**config.mk**
```make
export PLATFORM = sky130hd
export DESIGN_NAME = regfile_wb_arbiter
export DESIGN_NICKNAME = d
export VERILOG_FILES = /design/src/rtl/regfile_wb_arbiter.sv
export SDC_FILE = /design/constraint.sdc
export NUM_CORES = 1
export LEC_CHECK = 0
export ABC_AREA = 1
export BUFFER_PORTS_ARGS = -buffer_cell sky130_fd_sc_hd__buf_2
export CAP_MARGIN = 15
export CORE_MARGIN = 2
export CORE_UTILIZATION = 60
export DETAILED_ROUTE_END_ITERATION = 12
export PLACE_DENSITY_LB_ADDON = 0.15
export SYNTH_ARGS = -nofsm -noshare
export SYNTH_HDL_FRONTEND = slang
export SYNTH_SLANG_ARGS = --single-unit
export TNS_END_PERCENT = 20
```
**constraint.sdc**
```tcl
create_clock -name i_clk -period 5.01 [get_ports i_clk]
set_clock_uncertainty 0.05 [all_clocks]
set_input_delay 0.2505 -clock i_clk [delete_from_list [all_inputs] [get_ports i_clk]]
set_output_delay 0.2505 -clock i_clk [all_outputs]
set_load 0.01 [all_outputs]
```
**src/rtl/regfile_wb_arbiter.sv**
```systemverilog
// Register-file writeback arbiter: two requester FIFOs (ALU = A, load = B) feeding one write port.
// Default arbitration is round-robin; defining WB_ARB_FIXED_PRIO_EN gives B fixed priority.
module regfile_wb_arbiter #(
  parameter int DEPTH = 2
) (
  input  logic        i_clk,
  input  logic        i_rst,
  input  logic        i_a_valid,
  input  logic [4:0]  i_a_rd_num,
  input  logic [31:0] i_a_rd,
  output logic        o_a_ready,
  input  logic        i_b_valid,
  input  logic [4:0]  i_b_rd_num,
  input  logic [31:0] i_b_rd,
  output logic        o_b_ready,
  output logic        o_reg_op,
  output logic [4:0]  o_w_rd_num,
  output logic [31:0] o_w_rd,
  input  logic [4:0]  i_q_num_1,
  input  logic [4:0]  i_q_num_2,
  output logic        o_busy_1,
  output logic        o_busy_2
);

  localparam int PTR_W = $clog2(DEPTH);
  localparam int CNT_W = PTR_W + 1;

  // Index 0 is requester A (ALU), index 1 is requester B (load).
  logic [36:0]            mem_q [2][DEPTH];
  logic [1:0][PTR_W-1:0]  wptr_q, wptr_d, rptr_q, rptr_d;
  logic [1:0][CNT_W-1:0]  cnt_q, cnt_d;
  logic                   last_b_q, last_b_d;
  logic                   reg_op_q, reg_op_d;
  logic [4:0]             w_rd_num_q, w_rd_num_d;
  logic [31:0]            w_rd_q, w_rd_d;

  logic [1:0]             in_vld_s, ready_s, push_s, pop_s, nonempty_s;
  logic [1:0][4:0]        in_num_s;
  logic [1:0][31:0]       in_data_s;
  logic                   gnt_b_s;
  logic [36:0]            head_s;
  logic [PTR_W-1:0]       idx_s;
  logic                   busy_1_s, busy_2_s;

  // Requester steering, occupancy flags and arbitration.
  always_comb begin
    in_vld_s   = {i_b_valid, i_a_valid};
    in_num_s   = {i_b_rd_num, i_a_rd_num};
    in_data_s  = {i_b_rd, i_a_rd};
    for (int r = 0; r < 2; r++) begin
      ready_s[r]    = (cnt_q[r] != CNT_W'(DEPTH));
      nonempty_s[r] = (cnt_q[r] != {CNT_W{1'b0}});
      // rd_num 0 handshakes normally but is never queued.
      push_s[r]     = in_vld_s[r] & ready_s[r] & (in_num_s[r] != 5'd0);
    end
`ifdef WB_ARB_FIXED_PRIO_EN
    gnt_b_s = nonempty_s[1];
`else
    gnt_b_s = nonempty_s[1] & (~nonempty_s[0] | ~last_b_q);
`endif
    pop_s[0] = nonempty_s[0] & ~gnt_b_s;
    pop_s[1] = gnt_b_s;
    head_s   = mem_q[gnt_b_s][rptr_q[gnt_b_s]];
  end

  // Pointer, occupancy and output-register next state.
  always_comb begin
    wptr_d     = wptr_q;
    rptr_d     = rptr_q;
    cnt_d      = cnt_q;
    last_b_d   = last_b_q;
    reg_op_d   = 1'b0;
    w_rd_num_d = w_rd_num_q;
    w_rd_d     = w_rd_q;
    for (int r = 0; r < 2; r++) begin
      if (push_s[r]) begin
        wptr_d[r] = wptr_q[r] + PTR_W'(1);
      end else begin
        wptr_d[r] = wptr_q[r];
      end
      if (pop_s[r]) begin
        rptr_d[r] = rptr_q[r] + PTR_W'(1);
      end else begin
        rptr_d[r] = rptr_q[r];
      end
      case ({push_s[r], pop_s[r]})
        2'b10:   cnt_d[r] = cnt_q[r] + CNT_W'(1);
        2'b01:   cnt_d[r] = cnt_q[r] - CNT_W'(1);
        default: cnt_d[r] = cnt_q[r];
      endcase
    end
    if (|nonempty_s) begin
      last_b_d   = gnt_b_s;
      reg_op_d   = 1'b1;
      w_rd_num_d = head_s[36:32];
      w_rd_d     = head_s[31:0];
    end else begin
      last_b_d   = last_b_q;
    end
  end

  // State registers; reset discards all queued and in-flight writes.
  always_ff @(posedge i_clk or negedge i_rst) begin
    if (!i_rst) begin
      for (int r = 0; r < 2; r++) begin
        for (int i = 0; i < DEPTH; i++) begin
          mem_q[r][i] <= 37'd0;
        end
      end
      wptr_q     <= '0;
      rptr_q     <= '0;
      cnt_q      <= '0;
      last_b_q   <= 1'b1;
      reg_op_q   <= 1'b0;
      w_rd_num_q <= 5'd0;
      w_rd_q     <= 32'd0;
    end else begin
      for (int r = 0; r < 2; r++) begin
        if (push_s[r]) begin
          mem_q[r][wptr_q[r]] <= {in_num_s[r], in_data_s[r]};
        end
      end
      wptr_q     <= wptr_d;
      rptr_q     <= rptr_d;
      cnt_q      <= cnt_d;
      last_b_q   <= last_b_d;
      reg_op_q   <= reg_op_d;
      w_rd_num_q <= w_rd_num_d;
      w_rd_q     <= w_rd_d;
    end
  end

  // Hazard query: live FIFO entries plus the write currently being issued.
  always_comb begin
    busy_1_s = 1'b0;
    busy_2_s = 1'b0;
    idx_s    = {PTR_W{1'b0}};
    for (int r = 0; r < 2; r++) begin
      for (int i = 0; i < DEPTH; i++) begin
        idx_s = rptr_q[r] + PTR_W'(i);
        if (CNT_W'(i) < cnt_q[r]) begin
          if (mem_q[r][idx_s][36:32] == i_q_num_1) busy_1_s = 1'b1;
          if (mem_q[r][idx_s][36:32] == i_q_num_2) busy_2_s = 1'b1;
        end else begin
          idx_s = idx_s;
        end
      end
    end
    if (reg_op_q) begin
      if (w_rd_num_q == i_q_num_1) busy_1_s = 1'b1;
      if (w_rd_num_q == i_q_num_2) busy_2_s = 1'b1;
    end else begin
      idx_s = idx_s;
    end
    busy_1_s = busy_1_s & (i_q_num_1 != 5'd0);
    busy_2_s = busy_2_s & (i_q_num_2 != 5'd0);
  end

  assign o_a_ready  = ready_s[0];
  assign o_b_ready  = ready_s[1];
  assign o_reg_op   = reg_op_q;
  assign o_w_rd_num = w_rd_num_q;
  assign o_w_rd     = w_rd_q;
  assign o_busy_1   = busy_1_s;
  assign o_busy_2   = busy_2_s;

endmodule

```
==> results.sh, run 1 <==
export IMPL_whs_endpoint="mem_q[92]$_DFFE_PN0P_"
export IMPL_drc_errors=0
export IMPL_rows=46
export IMPL_die_h_um=131.1
export IMPL_fill_cells=1365
export IMPL_synthCells=1287
export IMPL_drt_first_pass_iters=7
export IMPL_power_density_nw_per_um2=714.0
export IMPL_whs_ps=21.20
export IMPL_start_util_pct=61.23
export IMPL_synthFlopType="dfrtp_1"
export IMPL_cp_slowest_cell="inv_2"
export IMPL_ys_warn_count=0
export IMPL_status="finished, final reports clean"
export IMPL_drv_cap=0
export IMPL_crit_required_ps=5310
export IMPL_ys_types=25
export IMPL_vias=8776
export IMPL_path_cells="inv_1, ha_1, inv_2, nand2_2, nand2_2, inv_2, buf_4, nand2_1, nand3_1, o21ai_0, o21ai_1"
export IMPL_ys_ff_latch=195
export IMPL_grt_max_degree=96
export IMPL_ys_seq_area_share_pct=50.36
export IMPL_core_um2=15830
export IMPL_synth_edf_count=0
export IMPL_grt_pass1_vias=7959
export IMPL_routed_wl_um=23230
export IMPL_grt_pass1_wl_um=38550
export IMPL_dp_cells=1572
export IMPL_syn_area_um2=9692
export IMPL_grt_antenna_before_repair=0
export IMPL_cp_arrival_ps=3340
export IMPL_drv_slew=0
export IMPL_root_buffer="clkbuf_16"
export IMPL_cts_setup_buffers=0
export IMPL_drt_iter0_drc=842
export IMPL_register_area_um2=4881
export IMPL_synth_nets=1383
export IMPL_avgSynthCellArea_um2=7.531
export IMPL_clkSinkCount=195
export IMPL_min_path_cells=3
export IMPL_overflow=0
export IMPL_post_place_ws_ps=1987
export IMPL_insertion_delay_ps=430
export IMPL_cts_tree="built"
export IMPL_clkTransAtPathRegs_ps=70
export IMPL_multi_input_area_um2=4026
export IMPL_crit_path_end_kind="flip-flop"
export IMPL_hold_viol_final=0
export IMPL_crit_fanout=53
export IMPL_ant_nets=0
export IMPL_worst_pin_slew_ps=1099
export IMPL_r2r_setup_slack_ps=1970
export IMPL_dp_hpwl_um=15550
export IMPL_setup_violations=0
export IMPL_antenna_cells=0
export IMPL_numPortBuffers=129
export IMPL_slew_headroom_pct=26.65
export IMPL_period_share_pct=60.74
export IMPL_pin_count=130
export IMPL_synthArstFlopShare_pct=100.0
export IMPL_drive_above_1_share_pct=12.74
export IMPL_finalNetCount=1472
export IMPL_ir_worst_vdd_v=0.0003190
export IMPL_worst_r2r_cell_count=11
export IMPL_reg2reg_to="o_w_rd[14]$_DFFE_PN0P_"
export IMPL_path_class="flip-flop to flip-flop"
export IMPL_p_leak_nw=5.719
export IMPL_r2r_start="cnt_q[0]$_DFFE_PN0P_"
export IMPL_wl_per_cell_um=14.47
export IMPL_final_common_cell="nand2_1"
export IMPL_grt_util_all_layers_pct=28.61
export IMPL_clk_path_buf_depth=2
export IMPL_final_cells=1605
export IMPL_die_x_um=131.1
export IMPL_final_setup_worst_slack_ps=1967
export IMPL_mostFrequentLayoutCells="nand2_1, dfrtp_1, o21ai_0"
export IMPL_numCtsBuffers=17
export IMPL_gp_congestion=0.9503
export IMPL_die_area_um2=17190
export IMPL_fin_crit_ps=3043
export IMPL_min_path_type="input pin to flip-flop"
export IMPL_max_freq_mhz=328.6
export IMPL_rsz0062_at_grt="false"
export IMPL_slowest_delay_ps=820
export IMPL_critPathLaunchType="flip-flop"
export IMPL_setup_tns_ps=0
export IMPL_hold_path_startpoint="i_a_rd[18]"
export IMPL_cts_max_level=4
export IMPL_drt_vias_per_instance=5.468
export IMPL_syn_to_final_growth_pct=12.65
## state kept, by name (all words and copies together) (netlist names)
register	flops
o_w_rd	32
mem_q	148
o_reg_op	1
rptr_q	2
wptr_q	2
last_b_q	1
cnt_q	4
o_w_rd_num	5
## routing by layer
metal	track usage, %	part of all wire [%]	vias to the layer above	wire [um]
li1	-	-	4289	-
met1	41.58	46	4100	10620
met2	44.71	45	339	10500
met3	4.951	6.9	48	1600
met4	8.323	2.2	0	508
met5	0	0	-	0
## how the worst max path moves through the flow
stage,end,slack (ps),from,depth (start not counted)
after floorplan,cnt_q[1]$_DFFE_PN0P_,3090,cnt_q[0]$_DFFE_PN0P_,12
after global placement,o_w_rd[8]$_DFFE_PN0P_,2120,cnt_q[0]$_DFFE_PN0P_,11
after detailed placement,o_w_rd[13]$_DFFE_PN0P_,1990,cnt_q[0]$_DFFE_PN0P_,11
after CTS,o_w_rd[14]$_DFFE_PN0P_,1970,cnt_q[0]$_DFFE_PN0P_,11
after global routing,o_w_rd[15]$_DFFE_PN0P_,1660,cnt_q[1]$_DFFE_PN0P_,11
final,o_w_rd[14]$_DFFE_PN0P_,1970,cnt_q[0]$_DFFE_PN0P_,11
## cells in the mapped netlist (3+ instances only)
| cell | instances | area share [%] |
|---|---|---|
| dfrtp_1 | 194 | 50 |
| inv_1 | 113 | 4.4 |
| o21ai_1 | 48 | 2.5 |
| nand3_1 | 96 | 5.0 |
| o21ai_0 | 187 | 9.7 |
| clkbuf_1 | 24 | 0.93 |
| a21oi_1 | 7 | 0.36 |
| o211ai_1 | 10 | 0.77 |
| buf_2 | 23 | 1.2 |
| nor2_1 | 42 | 1.6 |
| ha_1 | 8 | 1.0 |
| buf_4 | 17 | 1.3 |
| xor2_1 | 3 | 0.27 |
| nand2_1 | 488 | 19 |
| xnor2_1 | 4 | 0.36 |
| nor3_1 | 4 | 0.21 |
| clkbuf_2 | 3 | 0.15 |
| o22ai_1 | 5 | 0.32 |
## worst max-delay path: cells and delay by family (launching register included)
family / cells / cell delay [ps]
AO/OA/AOI/OAI: 2 / 220
buffers and inverters: 4 / 1420
flip-flops: 1 / 410
adder cells (fa/ha/maj): 1 / 200
AND/OR/NAND/NOR: 4 / 640
## metrics by stage
| stage | power (mW) | util [%] | instance area (um^2) |
|---|---|---|---|
| after global routing | 8.533 | 68.98 | 10920 |
| after global placement | 6.290 | 65.27 | 10330 |
| final | 7.795 | 68.98 | 10920 |
| after detailed placement | 6.439 | 65.27 | 10330 |
| after CTS | 7.809 | 68.98 | 10920 |
| after floorplan | 5.587 | - | 9692 |
## repair_timing
item,4_1_cts,5_1_grt
hold buffers,1,0
hold endpoints to repair,93,0
resized for setup,0,0
## power by group
group / switching [mW] / internal, mW / total, mW
Sequential: 0.546 / 2.37 / 2.92
Clock: 0.596 / 0.754 / 1.35
Combinational: 2.28 / 1.24 / 3.53
Total: 3.42 / 4.37 / 7.80
## area by class of cell
class,count,area share [%]
Sequential cell,195,44.71
Multi-Input combinational cell,908,36.88
Timing Repair Buffer,139,6.704
Clock buffer,22,4.160
Inverter,115,3.954
Tap cell,216,2.475
Clock inverter,10,1.123
## cell families (layout without fill, tap and decap cells)
| group | count (synthesis) | in the layout | synth area share (%) |
|---|---|---|---|
| adder cells (fa/ha/maj) | 8 | 8 | 1.033 |
| buffers and inverters | 184 | 286 | 8.275 |
| XOR/XNOR | 7 | 7 | 0.6326 |
| flip-flops | 195 | 195 | 50.36 |
| AND/OR/NAND/NOR | 635 | 635 | 26.01 |
| AO/OA/AOI/OAI | 258 | 258 | 13.68 |
Note: power is estimated with default switching activity, not from simulation.
==> inputs of run 2 (changes only) <==
CORE_UTILIZATION = 52   (was 60)
clock period = 2.6 ns   (was 5.01 ns; I/O delays follow)
==> run 2 against run 1 <==
- clock-buffer cell count decreased by 3
- routed wire length grew 8.0%
- via count increased by 1.9%
- sequential share of layout area decreased by 3.5 points
- combinational power grew 110%
- utilization shrank 3.7 points
- first-iteration DRC count is 9.7% lower
- power rose by 97%
- hold slack better by 67 ps
- sequential power rose by 89%
- critical path type is now flip-flop to output port
- critical endpoint is now o_busy_2
- largest power group unchanged
==> results.sh, run 2 (synthesis results as in run 1) <==
export IMPL_crit_fanout=13
export IMPL_vias=8943
export IMPL_grt_max_degree=81
export IMPL_worst_pin_slew_ps=809.2
export IMPL_critPathLaunchType="flip-flop"
export IMPL_r2r_setup_slack_ps=270
export IMPL_syn_to_final_growth_pct=22.23
export IMPL_final_setup_worst_slack_ps=105.7
export IMPL_numPortBuffers=129
export IMPL_insertion_delay_ps=440
export IMPL_p_leak_nw=6.110
export IMPL_clk_path_buf_depth=2
export IMPL_final_common_cell="nand2_1"
export IMPL_dp_hpwl_um=15900
export IMPL_min_path_type="input pin to flip-flop"
export IMPL_die_x_um=140.5
export IMPL_slew_headroom_pct=45.85
export IMPL_largest_reg_flops=148
export IMPL_cp_top_family="simple AND/OR/NAND/NOR gates"
export IMPL_drt_vias_per_instance=5.254
export IMPL_final_cells=1702
export IMPL_mostFrequentLayoutCells="nand2_1, dfrtp_1, o21ai_0"
export IMPL_start_util_pct=53.41
export IMPL_setup_violations=0
export IMPL_cts_max_level=4
export IMPL_pin_count=130
export IMPL_wl_per_cell_um=14.74
export IMPL_grt_util_all_layers_pct=26.37
export IMPL_reg2reg_to="o_w_rd_num[2]$_DFFE_PN0P_"
export IMPL_rsz0062_at_grt="false"
export IMPL_whs_endpoint="wptr_q[0]$_DFFE_PN0P_"
export IMPL_hold_viol_final=0
export IMPL_worst_r2r_cell_count=10
export IMPL_post_place_ws_ps=260.0
export IMPL_hold_path_startpoint="i_a_valid"
export IMPL_drt_iter0_drc=760
export IMPL_period_share_pct=95.93
export IMPL_path_class="flip-flop to output port"
export IMPL_drv_cap=0
export IMPL_core_um2=18150
export IMPL_min_path_cells=6
export IMPL_gp_congestion=0.9451
export IMPL_cp_num_cells=10
export IMPL_die_h_um=140.5
export IMPL_numCtsBuffers=17
export IMPL_crit_required_ps=2420
export IMPL_grt_pass1_vias=8510
export IMPL_drv_slew=0
export IMPL_drive_above_1_share_pct=13.03
export IMPL_clkTransAtPathRegs_ps=70
export IMPL_largest_register="mem_q"
export IMPL_overflow=0
export IMPL_max_freq_mhz=400.9
export IMPL_grt_antenna_before_repair=0
export IMPL_cp_buffers_inverters=2
export IMPL_fin_crit_ps=2494
export IMPL_whs_ps=87.70
export IMPL_antenna_cells=0
export IMPL_crit_path_end_kind="output port"
export IMPL_grt_pass1_wl_um=41900
export IMPL_root_buffer="clkbuf_16"
export IMPL_finalNetCount=1556
export IMPL_dp_cells=1595
export IMPL_routed_wl_um=25080
export IMPL_cts_setup_buffers=0
export IMPL_drt_first_pass_iters=5
export IMPL_r2r_start="cnt_q[1]$_DFFE_PN0P_"
export IMPL_status="finished, final reports clean"
export IMPL_die_area_um2=19750
export IMPL_clkSinkCount=195
export IMPL_cts_tree="built"
export IMPL_path_cells="inv_1, nand2_1, nand2_1, o21ai_0, nor2_1, nand3_1, nand2_1, nor2_1, nor2_1, buf_2"
export IMPL_drc_errors=0
export IMPL_ant_nets=0
export IMPL_cp_arrival_ps=2310
export IMPL_rows=49
export IMPL_slowest_delay_ps=510
export IMPL_power_density_nw_per_um2=1299
export IMPL_ir_worst_vdd_v=0.0008757
export IMPL_cp_slowest_cell="dfrtp_2"
export IMPL_setup_tns_ps=0
## run 2: cell types whose count changed in the layout (fill, tap and decap cells not counted), sizes merged
cell,before,now
buf,137,147
clkinvlp,3,5
bufinv,2,0
dlygate4sd3,1,75
inv,118,121
clkbuf,23,20
## run 2: worst min-delay path: cells and delay by family
kind                   cells  cell delay, ps
and+or+nand+nor            4             270
buffers and inverters      2             130
## run 2: worst max path at each step
| stage | startpoint | endpoint | slack [ps] |
|---|---|---|---|
| global placement | cnt_q[0]$_DFFE_PN0P_ | o_w_rd_num[1]$_DFFE_PN0P_ | 330 |
| global route | rptr_q[1]$_DFFE_PN0P_ | o_busy_1 | 20 |
| finish | rptr_q[1]$_DFFE_PN0P_ | o_busy_2 | 110 |
| floorplan | cnt_q[0]$_DFFE_PN0P_ | cnt_q[1]$_DFFE_PN0P_ | 680 |
| detailed placement | cnt_q[1]$_DFFE_PN0P_ | o_w_rd[26]$_DFFE_PN0P_ | 260 |
| CTS | rptr_q[1]$_DFFE_PN0P_ | o_busy_2 | 30 |
## run 2: timing repair
action / CTS / global route
endpoints found under the hold margin: 225 / 0
endpoints found under the setup margin: 0 / 2
hold buffers: 75 / 0
resized for setup: 0 / 1
## run 2: cell type report
cell class / count / area, um^2
clock buffers: 19 / 452.9
clock inverters: 13 / 118.9
fillers: 1612 / 6301
inverters: 115 / 431.7
multi-input cells: 908 / 4026
flip-flops and latches: 195 / 4882
well taps: 229 / 286.5
repair buffers: 223 / 1648
## run 2: metal layers
layer  routed length (um)  track usage [%]  vias to the layer above
met2                11770            42.57                      278
met3                 1381            4.103                       36
li1                     -                -                     4444
met1                11550            37.31                     4185
met5                    0                0                        -
met4                  385            7.684                        0
## run 2: where the power goes
group	internal [mW]	leakage [nW]	switching (mW)	total, mW
Sequential	4.57	2.40	0.951	5.52
Combinational	2.71	3.44	4.59	7.31
Clock	1.31	0.267	1.25	2.56
## run 2: through the flow
step | utilization [%] | power, mW | cell area (um^2)
after floorplan | - | 10.77 | 9692
after global routing | 65.28 | 16.84 | 11850
final | 65.28 | 15.39 | 11850
after CTS | 65.27 | 15.43 | 11850
after global placement | 57.98 | 12.52 | 10520
after detailed placement | 57.98 | 12.73 | 10520
